**src/rtl/spi_slave_reg.sv**
```systemverilog
// spi_slave_reg: SPI slave (CPOL=1, CPHA=1) that decodes frames into register
// file strobes. Everything runs on clk_sys, which oversamples the SPI pins.
//   clk_sys, rst_n           : system clock, async active-low reset
//   spi_csn/sck/mosi/miso    : SPI pins (miso is driven, never tristated)
//   reg_addr/wr/wdata        : write address, one-cycle write strobe, data
//   reg_rd/rdata             : one-cycle read strobe, data RD_LAT cycles later
//   spi_busy                 : synchronised ~csn
// Frame: command byte {rw, addr[6:0]}, then data bytes with auto-increment.
module spi_slave_reg #(
  parameter int unsigned SYNC_STAGES = 2,
  parameter int unsigned RD_LAT      = 1
) (
  input  logic       clk_sys,
  input  logic       rst_n,
  input  logic       spi_csn,
  input  logic       spi_sck,
  input  logic       spi_mosi,
  output logic       spi_miso,
  output logic [6:0] reg_addr,
  output logic       reg_wr,
  output logic [7:0] reg_wdata,
  output logic       reg_rd,
  input  logic [7:0] reg_rdata,
  output logic       spi_busy
);

  typedef enum logic [1:0] {IDLE, CMD, DATA} state_t;

  state_t state, state_nxt;

  logic [SYNC_STAGES-1:0] csn_q, sck_q, mosi_q, vld_q;
  logic                   csn_s, sck_s, mosi_s;
  logic                   sck_d, csn_d;
  logic                   rise, fall, csn_fall, byte_done;
  logic [7:0]             byte_in;

  logic [2:0]        bit_cnt;
  logic [7:0]        shreg;
  logic [7:0]        tx;
  logic              rw;
  logic              first_fall;
  logic              inc_pend;
  logic [RD_LAT-1:0] rd_pipe;

  assign csn_s  = csn_q[SYNC_STAGES-1];
  assign sck_s  = sck_q[SYNC_STAGES-1];
  assign mosi_s = mosi_q[SYNC_STAGES-1];

  // csn/sck chains reset to their idle-high level so reset itself never looks
  // like an edge. csn_d only tracks csn once the chain holds real post-reset
  // samples, so a csn already low at reset release is not taken as a frame start.
  always_ff @(posedge clk_sys or negedge rst_n) begin
    if (!rst_n) begin
      csn_q  <= '1;
      sck_q  <= '1;
      mosi_q <= '0;
      vld_q  <= '0;
      sck_d  <= 1'b1;
      csn_d  <= 1'b0;
    end else begin
      csn_q  <= {csn_q[SYNC_STAGES-2:0], spi_csn};
      sck_q  <= {sck_q[SYNC_STAGES-2:0], spi_sck};
      mosi_q <= {mosi_q[SYNC_STAGES-2:0], spi_mosi};
      vld_q  <= {vld_q[SYNC_STAGES-2:0], 1'b1};
      sck_d  <= sck_s;
      csn_d  <= vld_q[SYNC_STAGES-1] & csn_s;
    end
  end

  assign rise      = sck_s & ~sck_d;
  assign fall      = ~sck_s & sck_d;
  assign csn_fall  = csn_d & ~csn_s;
  assign byte_done = rise && (bit_cnt == 3'd7) && (state != IDLE);
  assign byte_in   = {shreg[6:0], mosi_s};

  always_ff @(posedge clk_sys or negedge rst_n) begin
    if (!rst_n) state <= IDLE;
    else        state <= state_nxt;
  end

  always_comb begin
    state_nxt = state;
    case (state)
      IDLE: if (csn_fall) state_nxt = CMD;
      CMD: begin
        if (csn_s)          state_nxt = IDLE;
        else if (byte_done) state_nxt = DATA;
      end
      DATA: if (csn_s) state_nxt = IDLE;
      default: state_nxt = IDLE;
    endcase
  end

  // A rise is still processed in the cycle csn is seen high, so a byte whose
  // 8th rise coincides with csn release completes and issues its strobe.
  // Writes increment the address one cycle after the strobe; reads increment
  // together with the next prefetch strobe.
  always_ff @(posedge clk_sys or negedge rst_n) begin
    if (!rst_n) begin
      reg_addr   <= '0;
      reg_wr     <= 1'b0;
      reg_wdata  <= '0;
      reg_rd     <= 1'b0;
      bit_cnt    <= '0;
      shreg      <= '0;
      tx         <= '0;
      rw         <= 1'b0;
      first_fall <= 1'b0;
      inc_pend   <= 1'b0;
      rd_pipe    <= '0;
    end else begin
      reg_wr   <= 1'b0;
      reg_rd   <= 1'b0;
      inc_pend <= 1'b0;
      rd_pipe  <= (rd_pipe << 1) | RD_LAT'(reg_rd);
      if (inc_pend) reg_addr <= reg_addr + 7'd1;

      if (state == IDLE) begin
        bit_cnt    <= '0;
        shreg      <= '0;
        tx         <= '0;
        first_fall <= 1'b0;
      end else begin
        if (rise) begin
          shreg   <= byte_in;
          bit_cnt <= bit_cnt + 3'd1;
        end
        if (byte_done) begin
          first_fall <= 1'b0;
          if (state == CMD) begin
            rw       <= byte_in[7];
            reg_addr <= byte_in[6:0];
            reg_rd   <= byte_in[7];
          end else if (!rw) begin
            reg_wr    <= 1'b1;
            reg_wdata <= byte_in;
            inc_pend  <= 1'b1;
          end else begin
            reg_addr <= reg_addr + 7'd1;
            reg_rd   <= 1'b1;
          end
        end
        // First fall of a byte presents the MSB already in tx[7].
        if ((state == DATA) && rw && fall) begin
          if (first_fall) tx <= {tx[6:0], 1'b0};
          first_fall <= 1'b1;
        end
        if (rd_pipe[RD_LAT-1]) tx <= reg_rdata;
      end
    end
  end

  assign spi_miso = ((state == DATA) && rw) ? tx[7] : 1'b0;
  assign spi_busy = ~csn_s;

endmodule

```
**config.mk**
```make
export PLATFORM = sky130hd
export DESIGN_NAME = spi_slave_reg
export DESIGN_NICKNAME = d
export VERILOG_FILES = /design/src/rtl/spi_slave_reg.sv
export SDC_FILE = /design/constraint.sdc
export NUM_CORES = 1
export LEC_CHECK = 0
export ABC_AREA = 1
export BUFFER_PORTS_ARGS = -buffer_cell sky130_fd_sc_hd__clkbuf_2
export CORE_MARGIN = 2
export CORE_UTILIZATION = 40
export CTS_CLUSTER_DIAMETER = 200
export CTS_CLUSTER_SIZE = 25
export DETAILED_ROUTE_END_ITERATION = 8
export GPL_ROUTABILITY_DRIVEN = 0
export GPL_TIMING_DRIVEN = 0
export PLACE_DENSITY = 0.7
export SLEW_MARGIN = 20
export SYNTH_ARGS = -nofsm -noshare
export SYNTH_HDL_FRONTEND = slang
export SYNTH_SLANG_ARGS = --single-unit
export TNS_END_PERCENT = 30
```
**constraint.sdc**
```tcl
create_clock -name clk_sys -period 1.4 [get_ports clk_sys]
set_input_delay 0.14 -clock clk_sys [delete_from_list [all_inputs] [get_ports clk_sys]]
set_output_delay 0.14 -clock clk_sys [all_outputs]
set_load 0.01 [all_outputs]
```
==> impl_metrics.xml <==
<?xml version="1.0" encoding="UTF-8"?>
<metrics>
  <group name="outcome">
    <metric name="outcome" unit="">complete, but fails checks</metric>
    <metric name="violations" unit="">setup timing</metric>
  </group>
  <group name="detailed_routing">
    <metric name="drc" unit="">0</metric>
    <metric name="antenna_left" unit="">0</metric>
    <metric name="drt_first_pass_iters" unit="">4</metric>
    <metric name="wl" unit="um">4580</metric>
    <metric name="routed_wire_length_per_instance" unit="um">12.05</metric>
    <metric name="iter_0_drt_violations" unit="">128</metric>
    <metric name="vias" unit="">1849</metric>
    <metric name="avgViaCountPerCell" unit="">4.866</metric>
  </group>
  <group name="die">
    <metric name="core_area" unit="um^2">5507</metric>
    <metric name="die_h" unit="um">79.60</metric>
    <metric name="initial_utilization" unit="%">41.51</metric>
    <metric name="dieWidth" unit="um">79.60</metric>
    <metric name="pin_count" unit="">32</metric>
    <metric name="floorplan.die_area" unit="um^2">6335</metric>
    <metric name="row_count" unit="">27</metric>
  </group>
  <group name="synth">
    <metric name="synthesis.yosys.warnings" unit="">0</metric>
    <metric name="simple_gate_share_of_the_synthesized_area" unit="%">23.92</metric>
    <metric name="synthDistinctLibCells" unit="">32</metric>
    <metric name="synth_top_cells_by_area" unit="">sky130_fd_sc_hd__dfrtp_1 (49%), sky130_fd_sc_hd__nand2_1 (11%), sky130_fd_sc_hd__dfstp_2 (5.7%)</metric>
    <metric name="synth_top_area_share" unit="%">49.26</metric>
    <metric name="synthesis.area" unit="um^2">2286</metric>
    <metric name="compound_cell_area_share_of_the_yosys_netlist" unit="%">8.101</metric>
    <metric name="synth.ff_latch_count" unit="">50</metric>
    <metric name="synth_area_leader_cell" unit="">sky130_fd_sc_hd__dfrtp_1</metric>
    <metric name="synth-xor-area-share" unit="%">1.149</metric>
    <metric name="post_synthesis_net_count" unit="">267</metric>
    <metric name="synthAdderAreaFrac" unit="%">1.642</metric>
    <metric name="synth_top_family_by_area" unit="">simple AND/OR/NAND/NOR gates</metric>
    <metric name="yosys-mux-area-fraction" unit="%">3.448</metric>
    <metric name="seq_area_frac_synth" unit="%">55.01</metric>
    <metric name="synthCells" unit="">251</metric>
    <metric name="syn_avg_cell_area" unit="um^2">9.107</metric>
  </group>
  <group name="global_route">
    <metric name="grt_pass1_wl" unit="um">8024</metric>
    <metric name="grt-ovfl-total" unit="">0</metric>
    <metric name="grt_max_degree" unit="">51</metric>
    <metric name="antenna_violations_before_repair" unit="">0</metric>
    <metric name="globalRouteTotalUtil" unit="%">16.23</metric>
    <metric name="first_global_vias" unit="">1711</metric>
  </group>
  <group name="clock_tree">
    <metric name="htreeDepth" unit="">2</metric>
    <metric name="tritoncts.num_buffers" unit="">5</metric>
    <metric name="cts_sinks" unit="">50</metric>
    <metric name="cts.reportedPaths.clkPinSlew" unit="ps">90</metric>
    <metric name="clkLatencyLatePin" unit="ps">290</metric>
    <metric name="max-clock-path-buffers" unit="">2</metric>
    <metric name="tritoncts" unit="">built</metric>
    <metric name="cts_root_buffer" unit="">sky130_fd_sc_hd__clkbuf_8</metric>
  </group>
  <group name="cells_and_area">
    <metric name="fin_nets" unit="">324</metric>
    <metric name="nFillCells" unit="">499</metric>
    <metric name="syn_to_final_growth" unit="%">25.94</metric>
    <metric name="drive_gt1_share" unit="%">31.49</metric>
    <metric name="diodes" unit="">0</metric>
    <metric name="seqCellArea" unit="um^2">1261</metric>
    <metric name="multi_input_gate_area" unit="um^2">943.4</metric>
    <metric name="final_area" unit="um^2">2879</metric>
  </group>
  <group name="critical_path">
    <metric name="critPathRequiredTime" unit="ps">1620</metric>
    <metric name="worst-r2r-setup-slack" unit="ps">-180</metric>
    <metric name="sequence_of_cells_on_the_critical_path" unit="">ha_2, ha_4, inv_4, nor2_4, nand2_4, nor3_4, buf_4, buf_6, nand2_1, o21ai_1</metric>
    <metric name="endpoint_kind" unit="">register</metric>
    <metric name="cpMaxStageDelayCell" unit="">sky130_fd_sc_hd__dfrtp_1</metric>
    <metric name="setup.worst_path.start_class" unit="">register</metric>
    <metric name="max_stage_delay" unit="ps">360</metric>
    <metric name="cp_data_arrival_time" unit="ps">1810</metric>
    <metric name="crit_type" unit="">register to register</metric>
    <metric name="crit_fanout" unit="">4</metric>
  </group>
  <group name="pwr">
    <metric name="seqPwrFrac" unit="%">55.6</metric>
    <metric name="internal-power" unit="W">0.002113</metric>
    <metric name="power_leakage" unit="nW">1.452</metric>
    <metric name="power.share.switching" unit="%">21.62</metric>
    <metric name="p_comb_share" unit="%">6.6</metric>
    <metric name="switching_power" unit="W">0.0005828</metric>
    <metric name="ir_worst_vdd" unit="mV">0.5565</metric>
    <metric name="power_frac_clock" unit="%">37.8</metric>
    <metric name="power_density" unit="nW/um^2">936.2</metric>
  </group>
  <group name="placed_design">
    <metric name="portBuffers" unit="">31</metric>
    <metric name="dp.final_hpwl" unit="um">3013</metric>
    <metric name="postPlaceCellArea" unit="um^2">2534</metric>
  </group>
  <group name="min_path">
    <metric name="worstHoldPathType" unit="">input port to register</metric>
  </group>
  <group name="timing">
    <metric name="setup-violations-final" unit="">24</metric>
    <metric name="rsz_0062_raised_after_global_routing" unit="">yes</metric>
    <metric name="worst-slew-pin-transition" unit="ps">666.4</metric>
    <metric name="final.setup.worst_slack" unit="ps">-184.5</metric>
    <metric name="timing.slew.headroom" unit="%">55.57</metric>
    <metric name="fin_crit_sh" unit="%">113.2</metric>
    <metric name="timing.final.max_slew_violations" unit="">0</metric>
    <metric name="final_period_minus_worst_setup_slack" unit="ps">1584</metric>
    <metric name="final_hold_vio_count" unit="">0</metric>
    <metric name="maxClockFrequency" unit="GHz">0.6311</metric>
    <metric name="skew" unit="ps">4.628</metric>
    <metric name="final_hold_slack" unit="ps">85.36</metric>
  </group>
  <group name="job">
    <metric name="timing.max_cap.violations" unit="">0</metric>
  </group>
</metrics>
path summary, 6_finish.rpt:
kind	from	end	cells after the start
max in group asynchronous	rst_n	rw	2
worst min register to register	vld_q[0]	vld_q[1]	0
min in group asynchronous	rst_n	reg_wdata[1]	2
worst max register to register	bit_cnt[0]	reg_wdata[0]	10
worst max-delay path	bit_cnt[0]	reg_wdata[0]	10
worst min-delay path	reg_rdata[0]	tx[0]	3
Yosys cell counts, drive strengths merged:
cell type and number:
nand2 75, dfrtp 45, inv 33, o21ai 19
nand3 14, nor2 13, nand4 10, mux2 7
o22ai 6, dfstp 5, nor3 4, a21oi 3
ha 3, buf 2, clkbuf 2, o211ai 2
o31ai 2, xor2 2, and2 1, conb 1
or2 1, xnor2 1
power groups by stage:
stage	Combinational, W	Clock, W	Sequential [W]
4_1_cts	0.000175	0.00106	0.00150
5_1_grt	0.000204	0.00112	0.00150
3_3_place_gp	0.000141	0	0.00152
6_report	0.000179	0.00102	0.00150
2_1_floorplan	0.0000777	0	0.00152
3_5_place_dp	0.000141	0	0.00153
timing repair:
item | in CTS | in global routing
pin swaps | 5 | 0
gates cloned | 1 | 0
gates resized for setup | 20 | 10
setup endpoints to repair | 33 | 33
buffers inserted | 13 | 2
endpoints found under the hold margin | 48 | 0
hold buffers | 4 | 0
kinds of logic after synthesis:
logic type,Yosys count
XOR/XNOR,3
buffers and inverters,37
adder cells (fa/ha/maj),3
flip-flops,50
multiplexers,7
AND/OR/NAND/NOR,118
AO/OA/AOI/OAI,32
other,1
critical path: cells and delay by family, from the launching register on:
family                     cells  cell delay [ps]
AOI/OAI and AO/OA              1               70
adders and majority gates      2              340
buffers and inverters          3              280
DFF                            1              360
and+or+nand+nor                4              460
sequential cells by signal, summed over array words and instances, names as in the netlist:
signal      count
bit_cnt         3
csn_d           1
csn_q           2
first_fall      1
inc_pend        1
mosi_q          2
rd_pipe         1
reg_addr        7
reg_rd          1
reg_wdata       8
rw              1
sck_d           1
sck_q           2
shreg           7
state           2
tx              8
vld_q           2
per-stage QoR:
stage / std cells / utilization (%) / setup TNS (ps) / power, W / worst slack (ps)
after floorplan: 251 / - / -637.4 / 0.001599 / -81.43
after global placement: 354 / 45.97 / -4382 / 0.001666 / -255.7
after detailed placement: 354 / 46.01 / -4515 / 0.001667 / -275.2
after CTS: 379 / 51.65 / -1336 / 0.002730 / -149.9
after global routing: 380 / 52.28 / -5005 / 0.002831 / -310.6
final: 380 / 52.28 / -2209 / 0.002695 / -184.5
cell usage in the layout, fill, tap and decap left out, types with 2 or more instances in the layout:
cell type | Yosys | layout
sky130_fd_sc_hd__nand2_1 | 70 | 68
sky130_fd_sc_hd__dfrtp_1 | 45 | 42
sky130_fd_sc_hd__clkbuf_2 | 0 | 31
sky130_fd_sc_hd__inv_1 | 30 | 29
sky130_fd_sc_hd__nand3_1 | 14 | 14
sky130_fd_sc_hd__buf_4 | 0 | 13
sky130_fd_sc_hd__o21ai_0 | 17 | 10
sky130_fd_sc_hd__nand4_1 | 10 | 10
sky130_fd_sc_hd__nor2_1 | 10 | 8
sky130_fd_sc_hd__mux2_2 | 7 | 7
sky130_fd_sc_hd__o22ai_1 | 6 | 6
sky130_fd_sc_hd__clkbuf_8 | 0 | 6
sky130_fd_sc_hd__o21ai_1 | 0 | 5
sky130_fd_sc_hd__dfstp_2 | 5 | 5
sky130_fd_sc_hd__o21ai_2 | 2 | 4
sky130_fd_sc_hd__nand2_2 | 4 | 4
sky130_fd_sc_hd__dlygate4sd3_1 | 0 | 4
sky130_fd_sc_hd__nor2_4 | 2 | 3
sky130_fd_sc_hd__nand2_4 | 1 | 3
sky130_fd_sc_hd__nor3_4 | 1 | 3
sky130_fd_sc_hd__buf_6 | 1 | 3
sky130_fd_sc_hd__a21oi_1 | 3 | 3
sky130_fd_sc_hd__dfrtp_2 | 0 | 3
sky130_fd_sc_hd__inv_2 | 2 | 2
sky130_fd_sc_hd__inv_4 | 1 | 2
sky130_fd_sc_hd__nor2_2 | 1 | 2
sky130_fd_sc_hd__xor2_1 | 2 | 2
sky130_fd_sc_hd__o211ai_1 | 2 | 2
sky130_fd_sc_hd__o31ai_1 | 2 | 2
layer usage:
layer  wire, um  track usage [%]  vias to the layer above
met1       2159            23.24                      866
met4         74            5.345                        0
met2       2152            24.45                       46
li1           -                -                      929
met5          0                0                        -
met3        193            3.507                        8
final cells by class:
cell class,count,area share (%)
inverters,33,4.476
clock buffers,6,2.868
flip-flops and latches,50,43.81
well taps,72,3.129
plain buffers,4,0.8692
multi-input cells,164,32.77
clock inverters,1,1.043
repair buffers,50,11.04
(Power assumes the default switching activity.)
